<file path="config.mk">
export PLATFORM = sky130hd
export DESIGN_NAME = fetch_sequencer_flat
export DESIGN_NICKNAME = d
export VERILOG_FILES = /design/src/rtl/fetch_sequencer_if.sv /design/src/rtl/fetch_sequencer.sv /design/src/flat_wrapper.sv
export SDC_FILE = /design/constraint.sdc
export NUM_CORES = 1
export LEC_CHECK = 0
export CAP_MARGIN = 20
export CORE_ASPECT_RATIO = 0.9
export CORE_UTILIZATION = 50
export CTS_CLUSTER_DIAMETER = 150
export CTS_CLUSTER_SIZE = 25
export DETAILED_ROUTE_END_ITERATION = 16
export GPL_ROUTABILITY_DRIVEN = 0
export PLACE_DENSITY = 0.85
export SLEW_MARGIN = 20
export SYNTH_ARGS = -nofsm -noshare
export SYNTH_HDL_FRONTEND = slang
export SYNTH_SLANG_ARGS = --single-unit
</file>
<file path="constraint.sdc">
create_clock -name clk -period 4.3 [get_ports clk]
set_input_delay 0.645 -clock clk [delete_from_list [all_inputs] [get_ports clk]]
set_output_delay 0.645 -clock clk [all_outputs]
set_load 0.01 [all_outputs]
</file>
<file path="src/rtl/fetch_sequencer_if.sv">
// Handshake/bus bundle for fetch_sequencer: control inputs, memory port and fetched-instruction outputs.
// The mem_wait stall input exists only when MEM_WAIT_EN is defined.
interface fetch_sequencer_if #(
    parameter int unsigned ADDR_WIDTH = 16,
    parameter int unsigned REG_WIDTH  = 8
);
    logic                  start;
    logic                  pc_load;
    logic [ADDR_WIDTH-1:0] pc_load_val;
    logic [REG_WIDTH-1:0]  mem_data_in;
    logic                  get_next;
`ifdef MEM_WAIT_EN
    logic                  mem_wait;
`endif
    logic [ADDR_WIDTH-1:0] mem_addr;
    logic                  mem_rd;
    logic [REG_WIDTH-1:0]  instruction_out;
    logic [REG_WIDTH-1:0]  operand_lo;
    logic [REG_WIDTH-1:0]  operand_hi;
    logic                  instruction_ready;
    logic                  illegal;
    logic                  busy;

    modport master (
`ifdef MEM_WAIT_EN
        output mem_wait,
`endif
        output start, pc_load, pc_load_val, mem_data_in, get_next,
        input  mem_addr, mem_rd, instruction_out, operand_lo, operand_hi,
        input  instruction_ready, illegal, busy
    );

    modport slave (
`ifdef MEM_WAIT_EN
        input  mem_wait,
`endif
        input  start, pc_load, pc_load_val, mem_data_in, get_next,
        output mem_addr, mem_rd, instruction_out, operand_lo, operand_hi,
        output instruction_ready, illegal, busy
    );
endinterface

</file>
<file path="src/rtl/fetch_sequencer.sv">
// Fetches an opcode plus 0..2 operand bytes from a synchronous memory and holds them for the decoder.
// Define MEM_WAIT_EN to add the mem_wait stall input.
module fetch_sequencer #(
    parameter int unsigned ADDR_WIDTH = 16,
    parameter int unsigned REG_WIDTH  = 8
) (
    input logic              clk,
    input logic              reset,
    fetch_sequencer_if.slave bus
);
    typedef enum logic [2:0] {
        IDLE, ISSUE_OP, CAP_OP, ISSUE_LO, CAP_LO, ISSUE_HI, CAP_HI, READY
    } state_t;

    state_t                r_state, w_next_state;
    logic [ADDR_WIDTH-1:0] r_pc, w_pc_next;
    logic [REG_WIDTH-1:0]  r_instr, w_instr_next;
    logic [REG_WIDTH-1:0]  r_op_lo, w_op_lo_next;
    logic [REG_WIDTH-1:0]  r_op_hi, w_op_hi_next;
    logic [1:0]            r_n, w_n_next, w_opc_n;
    logic                  r_illegal, w_illegal_next, w_opc_illegal;
    logic                  r_mem_rd, w_mem_rd_next;
    logic                  r_ready, w_ready_next;
    logic                  r_busy, w_busy_next;
    logic                  w_stall;

`ifdef MEM_WAIT_EN
    assign w_stall = bus.mem_wait && (r_state != IDLE) && (r_state != READY);
`else
    assign w_stall = 1'b0;
`endif

    // Operand count decoded straight from the opcode byte arriving in CAP_OP
    always_comb begin
        w_opc_n       = 2'd1;
        w_opc_illegal = 1'b0;
        if (bus.mem_data_in[1:0] == 2'b11) begin
            w_opc_n       = 2'd0;
            w_opc_illegal = 1'b1;
        end else if (bus.mem_data_in[4:2] inside {3'b011, 3'b110, 3'b111}) begin
            w_opc_n = 2'd2;
        end else if (bus.mem_data_in[4:2] == 3'b010 && bus.mem_data_in[1:0] == 2'b10) begin
            w_opc_n = 2'd0;
        end
    end

    always_comb begin
        w_next_state   = r_state;
        w_pc_next      = r_pc;
        w_instr_next   = r_instr;
        w_op_lo_next   = r_op_lo;
        w_op_hi_next   = r_op_hi;
        w_n_next       = r_n;
        w_illegal_next = r_illegal;
        if (bus.pc_load) begin
            w_next_state   = IDLE;
            w_pc_next      = bus.pc_load_val;
            w_illegal_next = 1'b0;
        end else if (!w_stall) begin
            case (r_state)
                IDLE: begin
                    if (bus.start) begin
                        w_next_state   = ISSUE_OP;
                        w_illegal_next = 1'b0;
                    end
                end
                ISSUE_OP: w_next_state = CAP_OP;
                CAP_OP: begin
                    w_instr_next   = bus.mem_data_in;
                    w_op_lo_next   = '0;
                    w_op_hi_next   = '0;
                    w_n_next       = w_opc_n;
                    w_illegal_next = w_opc_illegal;
                    w_pc_next      = r_pc + ADDR_WIDTH'(1);
                    w_next_state   = (w_opc_n == 2'd0) ? READY : ISSUE_LO;
                end
                ISSUE_LO: w_next_state = CAP_LO;
                CAP_LO: begin
                    w_op_lo_next = bus.mem_data_in;
                    w_pc_next    = r_pc + ADDR_WIDTH'(1);
                    w_next_state = (r_n == 2'd2) ? ISSUE_HI : READY;
                end
                ISSUE_HI: w_next_state = CAP_HI;
                CAP_HI: begin
                    w_op_hi_next = bus.mem_data_in;
                    w_pc_next    = r_pc + ADDR_WIDTH'(1);
                    w_next_state = READY;
                end
                READY: begin
                    if (bus.get_next) begin
                        w_next_state   = ISSUE_OP;
                        w_illegal_next = 1'b0;
                    end
                end
                default: w_next_state = IDLE;
            endcase
        end
        // Status outputs are registered from the upcoming state
        w_mem_rd_next = (w_next_state == ISSUE_OP) || (w_next_state == ISSUE_LO) ||
                        (w_next_state == ISSUE_HI);
        w_ready_next  = (w_next_state == READY);
        w_busy_next   = (w_next_state != IDLE) && (w_next_state != READY);
    end

    always_ff @(posedge clk or posedge reset) begin
        if (reset) r_state <= IDLE;
        else       r_state <= w_next_state;
    end

    always_ff @(posedge clk or posedge reset) begin
        if (reset) begin
            r_pc      <= '0;
            r_instr   <= '0;
            r_op_lo   <= '0;
            r_op_hi   <= '0;
            r_n       <= '0;
            r_illegal <= 1'b0;
            r_mem_rd  <= 1'b0;
            r_ready   <= 1'b0;
            r_busy    <= 1'b0;
        end else begin
            r_pc      <= w_pc_next;
            r_instr   <= w_instr_next;
            r_op_lo   <= w_op_lo_next;
            r_op_hi   <= w_op_hi_next;
            r_n       <= w_n_next;
            r_illegal <= w_illegal_next;
            r_mem_rd  <= w_mem_rd_next;
            r_ready   <= w_ready_next;
            r_busy    <= w_busy_next;
        end
    end

    assign bus.mem_addr          = r_pc;
    assign bus.mem_rd            = r_mem_rd;
    assign bus.instruction_out   = r_instr;
    assign bus.operand_lo        = r_op_lo;
    assign bus.operand_hi        = r_op_hi;
    assign bus.instruction_ready = r_ready;
    assign bus.illegal           = r_illegal;
    assign bus.busy              = r_busy;
endmodule

</file>
<file path="src/flat_wrapper.sv">
// flat-port wrapper written by rule: the top's interface ports become plain ports
module fetch_sequencer_flat 
#(
    parameter int unsigned ADDR_WIDTH = 16,
    parameter int unsigned REG_WIDTH  = 8
)
  (clk, reset, bus_start, bus_pc_load, bus_pc_load_val, bus_mem_data_in, bus_get_next, bus_mem_addr, bus_mem_rd, bus_instruction_out, bus_operand_lo, bus_operand_hi, bus_instruction_ready, bus_illegal, bus_busy);
  fetch_sequencer_if #(.ADDR_WIDTH(ADDR_WIDTH), .REG_WIDTH(REG_WIDTH)) bus_i ();
  input logic clk;
  input logic reset;
  input wire logic [$bits(bus_i.start)-1:0] bus_start;
  input wire logic [$bits(bus_i.pc_load)-1:0] bus_pc_load;
  input wire logic [$bits(bus_i.pc_load_val)-1:0] bus_pc_load_val;
  input wire logic [$bits(bus_i.mem_data_in)-1:0] bus_mem_data_in;
  input wire logic [$bits(bus_i.get_next)-1:0] bus_get_next;
  output wire logic [$bits(bus_i.mem_addr)-1:0] bus_mem_addr;
  output wire logic [$bits(bus_i.mem_rd)-1:0] bus_mem_rd;
  output wire logic [$bits(bus_i.instruction_out)-1:0] bus_instruction_out;
  output wire logic [$bits(bus_i.operand_lo)-1:0] bus_operand_lo;
  output wire logic [$bits(bus_i.operand_hi)-1:0] bus_operand_hi;
  output wire logic [$bits(bus_i.instruction_ready)-1:0] bus_instruction_ready;
  output wire logic [$bits(bus_i.illegal)-1:0] bus_illegal;
  output wire logic [$bits(bus_i.busy)-1:0] bus_busy;
  assign bus_i.start = bus_start;
  assign bus_i.pc_load = bus_pc_load;
  assign bus_i.pc_load_val = bus_pc_load_val;
  assign bus_i.mem_data_in = bus_mem_data_in;
  assign bus_i.get_next = bus_get_next;
  assign bus_mem_addr = bus_i.mem_addr;
  assign bus_mem_rd = bus_i.mem_rd;
  assign bus_instruction_out = bus_i.instruction_out;
  assign bus_operand_lo = bus_i.operand_lo;
  assign bus_operand_hi = bus_i.operand_hi;
  assign bus_instruction_ready = bus_i.instruction_ready;
  assign bus_illegal = bus_i.illegal;
  assign bus_busy = bus_i.busy;
  fetch_sequencer #(.ADDR_WIDTH(ADDR_WIDTH), .REG_WIDTH(REG_WIDTH)) u_core (.clk(clk), .reset(reset), .bus(bus_i));
endmodule
</file>
* After elaboration in Yosys (flattened, before gate mapping) *
Cells that the tools add are included.

operators by class
  add/subtract/negate cells = 1
  equality and inequality tests = 21
  multiplexer cells = 18
  bitwise gates (word level) = 1
  reductions and logical operators = 17

operator list
  operator                                       count
  2-to-1 mux 16 bit                              2
  case mux 8 bit (2 select lines)                2
  == test 3 bit, second input constant           8
  case mux 3 bit (8 select lines)                1
  adder 16 x 1 -> 16 bit, second input constant  1
  == test 3 x 2 -> 1 bit, second input constant  5
  2-to-1 mux 3 bit                               4
  inequality test 3 bit, second input constant   3
  == test 2 bit, second input constant           3
  == test 3 x 1 -> 1 bit, second input constant  2
  2-to-1 mux 2 bit                               3
  AND reduction 2 bit                            3
  nonzero test 2 bit                             3
  nonzero test 3 bit                             2
  2-to-1 mux 1 bit                               5
  nonzero test 4 bit                             1
  logical NOT 3 bit                              1
  case mux 1 bit (3 select lines)                1
  AND reduction 3 bit                            1
  OR reduction 3 bit                             1
  logical AND 1 bit                              2
  logical NOT 2 bit                              1
  logical OR 1 bit                               2
  NOT 1 bit                                      1

storage, ports and cells
  bits in registers = 49
  input bits = 29
  output and inout bits = 44
  word-level logic and storage cells = 68

* Depth between registers and ports, before layout *
Gate-level depths: netlist of the first run.

  word-level depth = 12
  gate-level depth with buffers = 6
  gate-level depth less buffers = 5

* Worst setup path before layout of the first run *
No wires, ideal clock.

  path kind = input-to-reg
  start = input bus_pc_load
  end = register u_core.r_op_lo[0] (netlist: u_core.bus.operand_lo[0])
  library setup time = 0.121 ns
  arrival = 1.825 ns
  required time = 4.179 ns
  slack = 2.354 ns
  stages = 5
  path buffers = 2
  path through = buf_2 nor4b_1 clkbuf_1 nor2_1 a22o_1

on the way
  word-level cells in the longest chain between the ends = 2

RTL lines
  item                           line                    source
  start, declared                flat_wrapper.sv:12      input wire logic [$bits(bus_i.pc_load)-1:0] bus_pc_load;
  NOT 1 bit (no line)            n/a
  AND reduction 2 bit (no line)  n/a
  end signal, assigned           fetch_sequencer.sv:124  r_op_lo <= w_op_lo_next;
  end, declared                  fetch_sequencer.sv:18   logic [REG_WIDTH-1:0] r_op_lo, w_op_lo_next;

Every way passes these cells.
A chain may end at the register's enable or synchronous reset.

* Worst setup path in the final report of the first run *
  start = register u_core.r_state[2]
  end = register u_core.r_pc[13] (netlist: u_core.bus.mem_addr[13])

on the way
  word-level cells in the longest chain between the ends = 3
  elaborated cells between the ends (all ways) = 5
  those cells by class = 3 x eq/ne; 2 x reduce/logical

RTL lines
  item                                                            line                    source
  start, declared                                                 fetch_sequencer.sv:15   state_t r_state, w_next_state;
  start signal, assigned                                          fetch_sequencer.sv:107  else r_state <= w_next_state;
  == test 3 x 2 -> 1 bit / == test 3 bit (equally long branches)  fetch_sequencer.sv:60   case (r_state)
  OR reduction 3 bit (no line) (*)                                n/a
  nonzero test 2 bit (no line) (*)                                n/a
  end signal, assigned                                            fetch_sequencer.sv:122  r_pc <= w_pc_next;
  end, declared                                                   fetch_sequencer.sv:16   logic [ADDR_WIDTH-1:0] r_pc, w_pc_next;

Every way passes the cells marked *; elsewhere a longest branch is shown, timed or not.

==> results of run 1 <==
==> report_power, final <==
group          internal, mW  total [mW]  switching, mW
sequential            0.560       0.645         0.0853
combinational         0.248       0.438          0.190
clock                 0.128       0.283          0.155
total                 0.935        1.37          0.431
==> critical path, cell delays in order, from the launching register on <==
cell and delay (ps):
dfrtp_1 760, o21bai_1 380, or3_1 550, or3_1 390, a31oi_1 160
==> state kept, by name, indices dropped and copies added, names as in the netlist <==
register / cells
u_core.bus.operand_lo: 8
u_core.bus.busy: 1
u_core.bus.operand_hi: 8
u_core.bus.instruction_out: 8
u_core.r_state: 3
u_core.bus.mem_addr: 16
u_core.bus.mem_rd: 1
u_core.bus.instruction_ready: 1
u_core.bus.illegal: 1
u_core.r_n: 2
==> kinds of logic (layout without fill, tap and decap cells) <==
logic type / after synthesis / count (layout)
simple gates: 116 / 116
compound gates: 49 / 49
flops: 49 / 49
buf+inv: 21 / 88
xor+xnor: 11 / 11
mux: 2 / 2
fa+ha+maj: 1 / 1
==> area by class of cell <==
cell class	instances	area [um2]	share of cell area [%]
Sequential cell	49	1230	38.9
Multi-Input combinational cell	179	998	31.6
Timing Repair Buffer	74	736	23.3
Clock buffer	6	82.6	2.62
Tap cell	62	77.6	2.46
Inverter	7	27.5	0.872
Clock inverter	1	7.51	0.238
==> how the worst max path moves through the flow <==
stage	end	slack, ps
after floorplan	u_core.bus.operand_lo[0]	2350
after global placement	u_core.bus.busy	1800
after detailed placement	u_core.bus.operand_lo[2]	1750
after CTS	u_core.bus.mem_addr[13]	2010
after global routing	u_core.bus.mem_addr[13]	1850
final	u_core.bus.mem_addr[13]	1980
==> stage by stage <==
stage          utilization [%]  power, mW  hold WS [ps]  area, um2  std cells
2_1_floorplan                -      0.841           430       2300        249
3_3_place_gp              69.1       1.08           441       3060        371
3_5_place_dp              69.1       1.09           458       3060        371
4_1_cts                   71.2       1.37           479       3150        378
5_1_grt                   71.2       1.44           506       3160        378
6_report                  71.2       1.37           476       3160        378
==> per-layer routing <==
metal,up-vias,share of wire (%),track usage (%)
met5,-,0,0
met4,0,0.84,6.97
met3,6,6.6,5.95
met2,68,46,38.6
met1,959,47,32.2
li1,986,-,-
==> cell usage after synthesis (all sizes together) (2+ instances only) <==
| cell type | instances |
|---|---|
| nand2 | 66 |
| dfrtp | 49 |
| o21ai | 26 |
| nor2 | 12 |
| xnor2 | 10 |
| a22o | 9 |
| clkbuf | 9 |
| nand3 | 8 |
| inv | 7 |
| nor3 | 6 |
| nor4 | 6 |
| buf | 5 |
| nand4 | 4 |
| or3 | 4 |
| nor4b | 3 |
| a211oi | 2 |
| a21oi | 2 |
| a31oi | 2 |
| mux2i | 2 |
| nand2b | 2 |
==> metrics, run 1 <==
status=complete, no violations; Warnings, synthesis=0; Worst slew margin=43.8%; Cell Pwr Density=433 nW/um2; commonest cells after routing, fill and taps aside=72 x clkdlybuf4s50_1, 66 x nand2_1, 49 x dfrtp_1; vias in the first global route=1977; CTS tree=built; Area Overhead vs Synth=37.0%; Die H=66.4 um; CP startpoint kind=register; Most used DFF post-synth=dfrtp_1; #FFs+latches synth=49; CTS Hold Buffers Added=0; CTS max path bufs=2; core area=4430 um2; Synth Area in Compound Gates=13.7%; FFs w/ async S/R, synth=100%; grt ovf=0; r2r startpoint=u_core.r_state[2]; number of setup buffers added after CTS=0; drt pass-1 iters=5; main combinational cell family by area after synthesis=simple AND/OR/NAND/NOR gates; adder-cell share of the synthesized area=0.543%; post-synthesis sequential area ratio=53.2%; launch point of the worst path=u_core.r_state[2]; WP data arrival=2550 ps; Syn Inst Count=249; overall die width=73.5 um; Final ANT Viol Nets=0; Yosys top cell area share=53.2%; Min Clock Period, post-route=2320 ps; post-synthesis simple-gate area fraction=23.7%; cts bufs inserted=5; Syn Std Cell Area=2300 um2; # DRC=0; fill count=353; Initial Util=52.0%; DP HPWL=3.77 mm; clk_lat worst skew=300 ps; Final Worst Setup Slack=1980 ps; Worst Skew=7.29 ps; DR iter-0 viols=158; R2R depth=4; die area=4880 um2; setup slack on the worst flop-to-flop path=1980 ps; IO Count=73; share of cells above drive strength 1=4.43%; Setup TNS=0 ps; Worst-Margin Slew=843 ps; Synth area leaders=dfrtp_1 53%, nand2_1 11%, o21ai_0 5.6%; largest net degree at the start of global routing=50; Leak Pwr=1.31 nW; Worst Hold Class=register to register; Setup Slack @ Placement=1750 ps; root buffer cell=clkbuf_8; fmax=431 MHz; final worst-path cycle share=54.0%; Netlist cell types=39; number of synthesized flops with an enable pin=0; Hold Path Origin=u_core.r_n[0]; via/cell ratio=5.34; Required @ worst endpoint=4530 ps; Crit Path Category=register to register; synthesized area per cell=9.25 um2; # nets final=346; Crit. End Element=register; cell taking the most area after synthesis=dfrtp_1; diode count=0; CTS sink count=49; clock transition at the registers of the reported paths=100 ps; RSZ-0062 raised after global routing=false; Worst Hold Depth=2; Max-cap violations=0; initial antenna violation count=0; Syn Nets=279; PostCTS Resize Cnt=0; most common library cell in the layout ignoring fill and taps=clkdlybuf4s50_1; Peak VDD IR=0.000320 V; first-pass GRT wire length=8.98 mm; multiplexer area fraction after synthesis=0.869%; number of buffers added on ports=72; routed vias=2019; hold worst-path end=u_core.r_n[0]; Worst Path Max Fanout=21; Site Rows=23; Synth Area in XOR/XNOR=4.18%; max-slew violation count=0; GRT Util Overall=24.1%; Total Wirelength=5.45 mm; H-tree depth=2; r2r endpoint=u_core.bus.mem_addr[13]; Final setup viols=0; Fin. Hold Viols=0; routed wire length per instance=14.4 um
Note: power is estimated with default switching activity, not from simulation.
==> inputs of run 2 (changes only) <==
CORE_UTILIZATION = 42   (was 50)
PLACE_DENSITY = 0.76   (was 0.85)
clock period = 2 ns   (was 4.3 ns; I/O delays follow)
==> run 2 against run 1 <==
Net effect: total power grew 120%; first-iteration DRC count fell by 47%; sequential cell count unchanged; combinational power up 130%; sequential share of layout area is 1.5 points lower; final cell count increased by 5.8%; worst setup slack lost 1800 ps; clock power increased by 100%; register-to-register slack got worse by 1800 ps; critical path type unchanged; largest power group unchanged.
==> metrics, run 2 (synthesis results as in run 1) <==
Max-cap violations=0 (unchanged); diode count=0 (unchanged); clock transition at the registers of the reported paths=90 ps (about the same); overall die width=80.1 um (+8.9%); CTS Hold Buffers Added=0 (unchanged); root buffer cell=clkbuf_8; core area=5260 um2 (+19%); worst path bufs/invs=1 (+1); Leak Pwr=1.39 nW (+6.3%); Peak VDD IR=0.000488 V (+53%); Worst slew margin=63.6% (+20 points); WP data arrival=1960 ps (-590 ps); Initial Util=43.8% (-8.1 points); max-slew violation count=0 (unchanged); Final setup viols=0 (unchanged); CTS tree=built; fill count=474 (+34%); status=complete, no violations; Fin Hold WS=342 ps (-134 ps); Crit Path Category=register to register; fmax=558 MHz (+30%); final worst-path cycle share=89.6% (+36 points); CTS max path bufs=2 (unchanged); DP HPWL=4.05 mm (+7.3%); cts bufs inserted=5 (unchanged); grt ovf=0 (unchanged); delay-heaviest family, CP=simple AND/OR/NAND/NOR gates; CTS sink count=49 (unchanged); first-pass GRT wire length=8.97 mm (about the same); CP startpoint kind=register; crit-path cells=buf_4 -> nor4b_1 -> nand4_1 -> a211oi_1 -> a221oi_1; Cell Pwr Density=899 nW/um2 (+110%); Min Clock Period, post-route=1790 ps (-531 ps); # DRC=0 (unchanged); # nets final=362 (+4.6%); routed wire length per instance=13.9 um (-3.6%); Area Overhead vs Synth=42.5%; Required @ worst endpoint=2170 ps (-2360 ps); Crit. End Element=register; RSZ-0062 raised after global routing=false; H-tree depth=2 (unchanged); vias in the first global route=1948 (-1.5%); Setup TNS=0 ps (unchanged); Site Rows=25 (+8.7%); Die H=72.3 um (+8.8%); commonest cells after routing, fill and taps aside=72 x clkdlybuf4s50_1, 66 x nand2_1, 49 x dfrtp_1; DR iter-0 viols=84 (-47%); IO Count=73 (unchanged); number of setup buffers added after CTS=0 (unchanged); largest stage delay on the critical path=400 ps (-360 ps); total power=2.95 mW (+120%); die area=5780 um2 (+18%); Final ANT Viol Nets=0 (unchanged); Worst-Margin Slew=544 ps (-299 ps); Crit-path slowest cell=dfrtp_1; PostCTS Resize Cnt=0 (unchanged); largest net degree at the start of global routing=50 (unchanged); share of cells above drive strength 1=9.01% (+4.6 points); routed vias=2056 (+1.8%); Worst Hold Class=primary input to async pin; number of buffers added on ports=72 (unchanged); Largest register FFs=16 (unchanged); Worst Path Max Fanout=13 (-38%); Worst Skew=2.14 ps (-5.14 ps); clk_lat worst skew=300 ps (about the same); via/cell ratio=5.14 (-3.8%); Total Wirelength=5.56 mm (+2.0%); final core area utilization=62.5% (-8.7 points); Fin. Hold Viols=0 (unchanged); drt pass-1 iters=4 (-1); GRT Util Overall=20.5% (-3.6 points); most common library cell in the layout ignoring fill and taps=clkdlybuf4s50_1; initial antenna violation count=0 (unchanged)
==> run 2: changes by cell type in the layout (fill, tap and decap cells not counted) <==
cell,change
inv_2,+1
clkinv_2,+1
buf_12,+1
nor4b_1,+1
clkbuf_8,-1
nor4b_2,-1
buf_4,+15
==> run 2: metrics by stage <==
step                      setup slack [ps]  area (um2)  std cells
after floorplan                        335        2300        249
after global placement                8.33        3200        392
after detailed placement             -34.7        3200        392
after CTS                              186        3280        400
after global routing                  45.5        3280        400
final                                  209        3280        400
==> run 2: path summary, 6_finish.rpt <==
kind / startpoint / end / slack [ps] / depth (start not counted)
min in group clk: u_core.bus.instruction_out[1] / u_core.bus.instruction_out[1] / 480 / 2
setup / recovery: u_core.r_state[0] / u_core.bus.busy / 210 / 5
hold reg to reg: u_core.bus.instruction_out[1] / u_core.bus.instruction_out[1] / 480 / 2
max in group asynchronous: reset / u_core.r_n[1] / 1440 / 3
setup reg to reg: u_core.r_state[0] / u_core.bus.busy / 210 / 5
hold / removal: reset / u_core.bus.mem_addr[1] / 340 / 3
==> run 2: worst register-to-register path, cell delays in order, from the launching register on <==
cell	delay, ps
dfrtp_1	400
buf_4	180
nor4b_1	390
nand4_1	160
a211oi_1	390
a221oi_1	130
==> run 2: area by class of cell <==
class                   instances  area (um2)  area share, %
inverters                       7        26.3          0.800
flip-flops and latches         49        1230           37.3
multi-input cells             179         992           30.2
clock inverters                 3        17.5          0.534
clock buffers                   5        68.8           2.10
repair buffers                 90         868           26.4
well taps                      67        83.8           2.55
==> run 2: power breakdown <==
| group | leakage [nW] | internal (mW) | switching, mW |
|---|---|---|---|
| registers | 0.628 | 1.20 | 0.154 |
| logic | 0.715 | 0.570 | 0.445 |
| clock network | 0.0439 | 0.242 | 0.335 |
==> run 2: metal layers <==
metal,part of all wire (%),vias up,track usage [%]
met5,0,-,0
met4,0.88,0,5.56
met3,8.6,5,7.42
met2,47,66,34.6
met1,43,963,25.0
li1,-,1022,-
==> inputs of run 3 (changes only) <==
GPL_TIMING_DRIVEN = 0   (was default)
SKIP_CTS_REPAIR_TIMING = 1   (was default)
==> run 3 against run 2 <==
Net effect: critical path depth up 1; first-iteration DRC count grew 24%; worst setup slack got worse by 74 ps; non-clock buffer count down 3; via count fell by 0.19%.
==> metrics, run 3 (synthesis results as in run 1) <==
status=complete, no violations; launch point of the worst path=bus_pc_load; vias in the first global route=2025 (+4.0%); die area=5780 um2 (unchanged); Cell Pwr Density=932 nW/um2 (+3.7%); Fin. Hold Viols=0 (unchanged); Final ANT Viol Nets=0 (unchanged); r2r startpoint=u_core.r_state[0]; Worst Path Max Fanout=10 (-3); Max-cap violations=0 (unchanged); CTS max path bufs=2 (unchanged); Layout Cells excl Fill=396 (-1.0%); GRT Util Overall=21.1% (+0.63 points); clock transition at the registers of the reported paths=80 ps (about the same); crit-path cells=clkdlybuf4s50_1 -> buf_2 -> nor4b_1 -> clkbuf_2 -> nor2_1 -> a22o_1; WP data arrival=2060 ps (+100 ps); worst path bufs/invs=3 (+2); commonest cells after routing, fill and taps aside=72 x clkdlybuf4s50_1, 66 x nand2_1, 49 x dfrtp_1; routed vias=2052 (-0.19%); clk_lat worst skew=300 ps (about the same); share of cells above drive strength 1=5.78% (-3.2 points); routed wire length per instance=14.3 um (+2.7%); Area after DPL=3130 um2 (-2.2%); Site Rows=25 (unchanged); largest net degree at the start of global routing=30 (-40%); Worst Skew=6.86 ps (+4.71 ps); post-layout instance area=3250 um2 (-1.1%); via/cell ratio=5.18 (+0.81%); initial antenna violation count=0 (unchanged); Peak VDD IR=0.000560 V (+15%); Register Area=1230 um2 (unchanged); Required @ worst endpoint=2190 ps (+20 ps); Final Worst Setup Slack=135 ps (-73.9 ps); number of buffers added on ports=72 (unchanged); Setup Slack @ Placement=-395 ps (-360 ps); fmax=536 MHz (-4.0%); Die H=72.3 um (unchanged); R2R depth=5 (unchanged); cell depth of the worst setup path=6 (+1); final worst-path cycle share=93.3% (+3.7 points); most common library cell in the layout ignoring fill and taps=clkdlybuf4s50_1; total power=3.03 mW (+2.5%); overall die width=80.1 um (unchanged); largest stage delay on the critical path=410 ps (about the same); Crit-path slowest cell=clkdlybuf4s50_1; max-slew violation count=0 (unchanged); drt pass-1 iters=4 (unchanged); CP startpoint kind=primary input; Largest register FFs=16 (unchanged); Total Wirelength=5.66 mm (+1.7%); cts bufs inserted=5 (unchanged); root buffer cell=clkbuf_8; Crit. End Element=register; DR iter-0 viols=104 (+24%); Final setup viols=0 (unchanged); Leak Pwr=1.35 nW (-2.4%); Worst slew margin=61.6% (-2.0 points); # DRC=0 (unchanged); delay-heaviest family, CP=buffers and inverters; # nets final=359 (-0.83%); Worst Hold Class=primary input to async pin; Crit Path Category=primary input to register; first-pass GRT wire length=9.32 mm (+3.8%); area used by multi-input combinational logic=1010 um2 (+1.4%); grt ovf=0 (unchanged); H-tree depth=2 (unchanged); CTS tree=built; Area Overhead vs Synth=41.0%; CTS sink count=49 (unchanged); RSZ-0062 raised after global routing=false; fill count=454 (-4.2%); Post-Place Cells=389 (-0.77%); Min Clock Period, post-route=1870 ps (+73.9 ps); core area=5260 um2 (unchanged); Setup TNS=0 ps (unchanged); diode count=0 (unchanged); IO Count=73 (unchanged); DP HPWL=4.08 mm (+0.70%); Initial Util=43.8% (unchanged); Worst-Margin Slew=574 ps (+29.9 ps)
## run 3: cell type report
class	count	share of cell area [%]
Buffer	14	1.85
Clock buffer	5	2.12
Clock inverter	2	1.08
Inverter	7	0.809
Multi-Input combinational cell	179	31.0
Sequential cell	49	37.8
Tap cell	67	2.58
Timing Repair Buffer	73	22.8
## run 3: final timing paths
path / slack (ps) / to
worst min register to register: 470 / u_core.r_n[0]
worst max register to register: 210 / u_core.bus.mem_addr[12]
min in group clk: 470 / u_core.r_n[0]
worst max-delay path: 130 / u_core.bus.operand_lo[1]
max in group asynchronous: 1160 / u_core.bus.illegal
worst min-delay path: 330 / u_core.bus.mem_addr[1]
## run 3: worst reg2reg max path: cells and delay by family (launching register included)
kind	cells	cell delay, ps
and+or+nand+nor	2	690
AOI/OAI and AO/OA	2	360
DFF	1	420
buffers and inverters	1	230
## run 3: routing by layer
metal	share of wire, %	up-vias	track usage [%]
li1	-	1012	-
met3	7.4	7	5.91
met1	46	956	28.0
met5	0	-	0
met2	45	77	33.7
met4	1.2	0	6.94
## run 3: power breakdown
part	leakage [nW]	switching [mW]	total (mW)	internal, mW
Clock	0.0540	0.312	0.676	0.364
Sequential	0.628	0.159	1.36	1.20
Combinational	0.672	0.441	0.988	0.546
Total	1.35	0.912	3.03	2.11
## run 3: metrics by stage
stage          hold WS (ps)  utilization, %
3_3_place_gp            442            59.1
6_report                332            61.8
2_1_floorplan           405               -
3_5_place_dp            453            59.5
5_1_grt                 371            61.8
4_1_cts                 345            61.5
==> RTL edit: new RTL, settings of run 3 <==
Encoding of `state_t`: now one-hot (8 bits for 8 states).
--- a/src/rtl/fetch_sequencer.sv
+++ b/src/rtl/fetch_sequencer.sv
@@ -8,8 +8,8 @@
     input logic              reset,
     fetch_sequencer_if.slave bus
 );
-    typedef enum logic [2:0] {
-        IDLE, ISSUE_OP, CAP_OP, ISSUE_LO, CAP_LO, ISSUE_HI, CAP_HI, READY
+    typedef enum logic [7:0] {
+        IDLE = 8'b00000001, ISSUE_OP = 8'b00000010, CAP_OP = 8'b00000100, ISSUE_LO = 8'b00001000, CAP_LO = 8'b00010000, ISSUE_HI = 8'b00100000, CAP_HI = 8'b01000000, READY = 8'b10000000
     } state_t;
 
     state_t                r_state, w_next_state;
Behaviour: no difference found for any inputs over 10 cycles, from zero or initial values and one cycle with reset high; not proved beyond that.
==> RTL edit against run 3 <==
The run now ends with negative setup slack left. Combinational power shrank 37%. Register-to-register slack worse by 0.42 ns. Power is 14% lower. Critical path depth down 1. Worst setup slack worse by 0.35 ns. Worst hold slack improved by 0.094 ns. Via count grew 16%. Clock power grew 8.6%. Final area is 25% higher. Count of clock-buffer cells in the layout did not move. Routed wire length up 27%. Sequential cell count is 5 higher. Area after synthesis grew 17%. Clock skew rose by 0.0011 ns. Critical path type is now flip-flop to flip-flop. Largest cell class is now multi-input combinational cells.
==> RTL edit: results (changes against run 3) <==
| Metric | Value |
|---|---|
| Routed length per instance | 16.5 um (+15%) |
| Worst vdd ir | 0.000380 V (-32%) |
| Antenna cell count | 0 (unchanged) |
| I/O Buffers | 72 (unchanged) |
| Layout Cells excl Fill | 437 (+10%) |
| Nets@finish | 380 (+5.8%) |
| Worst Hold Class | primary input to async pin |
| Placed Cells | 410 (+5.4%) |
| Root Driver | clkbuf_8 |
| Finish-stage setup viols | 45 (+45) |
| Layout cell share with drive strength beyond 1 | 21.1% (+15 points) |
| Overall routing resource usage | 20.5% (-0.65 points) |
| Final worst-path setup slack | -0.214 ns (-0.349 ns) |
| Clock-pin transition on the worst setup and hold timing paths | 0.10 ns (+0.02 ns) |
| R2R cell count | 5 (unchanged) |
| Syn nets | 281 (+0.72%) |
| Arr. time, crit path | 2.42 ns (+0.36 ns) |
| First-pass GRT wire length | 10,800 um (+16%) |
| Vias in the first global route | 2,223 (+9.8%) |
| Cell variety after synth | 53 (+36%) |
| Post-synthesis async set-or-reset flop share | 100% (unchanged) |
| R2R Path End | u_core.bus.instruction_out[4]$_DFFE_PP0P_ |
| Layout Skew | 0.00799 ns (+0.00113 ns) |
| TritonCTS Buffers | 5 (unchanged) |
| Drt pass-1 iters | 4 (unchanged) |
| Largest register FFs | 16 (unchanged) |
| Starting DRT DRC Count | 186 (+79%) |
| Worst r2r src | u_core.r_state[3]$_DFF_PP0_ |
| DP Wirelength | 4600 um (+13%) |
| Failing checks | negative setup slack |
| Clock Tree Buf Depth | 2 (unchanged) |
| Mapped Cells | 251 (+0.80%) |
| Status | finished, violations left |
| Worst Tran Pin Value | 0.672 ns (+0.0984 ns) |
| Htree depth | 2 (unchanged) |
| Seq/Total Area, Yosys | 50.2% (-3.1 points) |
| Largest net degree at the start of global routing | 55 (+83%) |
| Worst-Skew Late Latency | 0.31 ns |
| Pleak | 1.71 nW (+26%) |
| Synth top area cells | dfrtp_1 49%, a22o_1 5.2%, nor4_2 4.2%, xnor2_1 3.6%, nand2_1 2.9% |
| Synth top cells by count | 53 x dfrtp_1, 21 x nand2_1, 16 x a22o_1, 12 x nand3_1 |
| Critical path peak fanout | 6 (-4) |
| Via/cell ratio | 5.44 (+4.9%) |
| Filler instances | 461 (+1.5%) |
| Warnings from Yosys | 0 (unchanged) |
| Initial antenna violation count | 0 (unchanged) |
-- RTL edit: where the power goes --
group	switching [mW]	internal (mW)	leakage [nW]
logic	0.273	0.346	0.959
registers	0.0682	1.17	0.692
clock network	0.365	0.369	0.0542
total	0.706	1.88	1.71
-- RTL edit: cell families (layout without fill, tap and decap cells) --
| kind of cell | after synthesis | in the layout | share of synthesized area, % |
|---|---|---|---|
| flops | 54 | 54 | 50.2 |
| xor+xnor | 15 | 15 | 4.87 |
| simple gates | 97 | 97 | 22.7 |
| buf+inv | 21 | 120 | 3.80 |
| compound gates | 52 | 52 | 13.5 |
| fa+ha+maj | 1 | 1 | 0.464 |
| mux | 11 | 11 | 4.50 |
-- RTL edit: area by class of cell --
type | count | area [um2] | share of cell area [%]
timing repair buffer | 93 | 915 | 22.6
sequential | 54 | 1360 | 33.4
clock buffer | 5 | 68.8 | 1.70
inverter | 6 | 25.0 | 0.617
tap | 87 | 109 | 2.69
clock inverter | 2 | 38.8 | 0.957
multi-input combinational | 176 | 1440 | 35.6
buffer | 14 | 97.6 | 2.41
-- RTL edit: layer usage --
layer | part of all wire [%] | vias to the layer above | track usage [%]
met5 | 0 | - | 0
met4 | 2.0 | 0 | 7.00
met3 | 5.8 | 15 | 5.47
met2 | 47 | 70 | 31.0
met1 | 45 | 1179 | 28.4
li1 | - | 1112 | -
-- RTL edit: worst max-delay path by stage --
stage / from / end / slack (ns) / cells past startpoint
3_3_place_gp: reset / u_core.bus.instruction_ready$_DFF_PP0_ / -0.64 / 2
2_1_floorplan: u_core.r_state[1]$_DFF_PP0_ / u_core.bus.instruction_out[0]$_DFFE_PP0P_ / -0.12 / 6
4_1_cts: u_core.r_state[6]$_DFF_PP0_ / u_core.bus.operand_lo[7]$_DFFE_PP0P_ / -0.48 / 6
3_5_place_dp: u_core.r_state[6]$_DFF_PP0_ / u_core.bus.operand_lo[7]$_DFFE_PP0P_ / -0.47 / 6
5_1_grt: u_core.r_state[3]$_DFF_PP0_ / u_core.bus.mem_addr[4]$_DFFE_PP0P_ / -0.26 / 7
6_report: u_core.r_state[3]$_DFF_PP0_ / u_core.bus.instruction_out[4]$_DFFE_PP0P_ / -0.21 / 5
-- RTL edit: worst max-delay path: stages, from the launching register on --
cell     delay (ns)
dfrtp_2        0.45
or4_4          0.59
or3_4          0.38
nor2_4         0.21
buf_6          0.17
mux2_4         0.31
-- RTL edit: metrics by stage --
step	instance area [um2]	setup TNS, ns	hold WS (ns)	setup slack (ns)	total power [mW]
finish	4050	-6.10	0.426	-0.214	2.59
global route	4050	-8.63	0.503	-0.257	2.70
CTS	3650	-9.90	0.463	-0.476	2.48
detailed placement	3540	-10.14	0.478	-0.469	1.75
global placement	3540	-42.97	0.469	-0.641	1.74
floorplan	2710	-0.911	0.421	-0.121	1.49
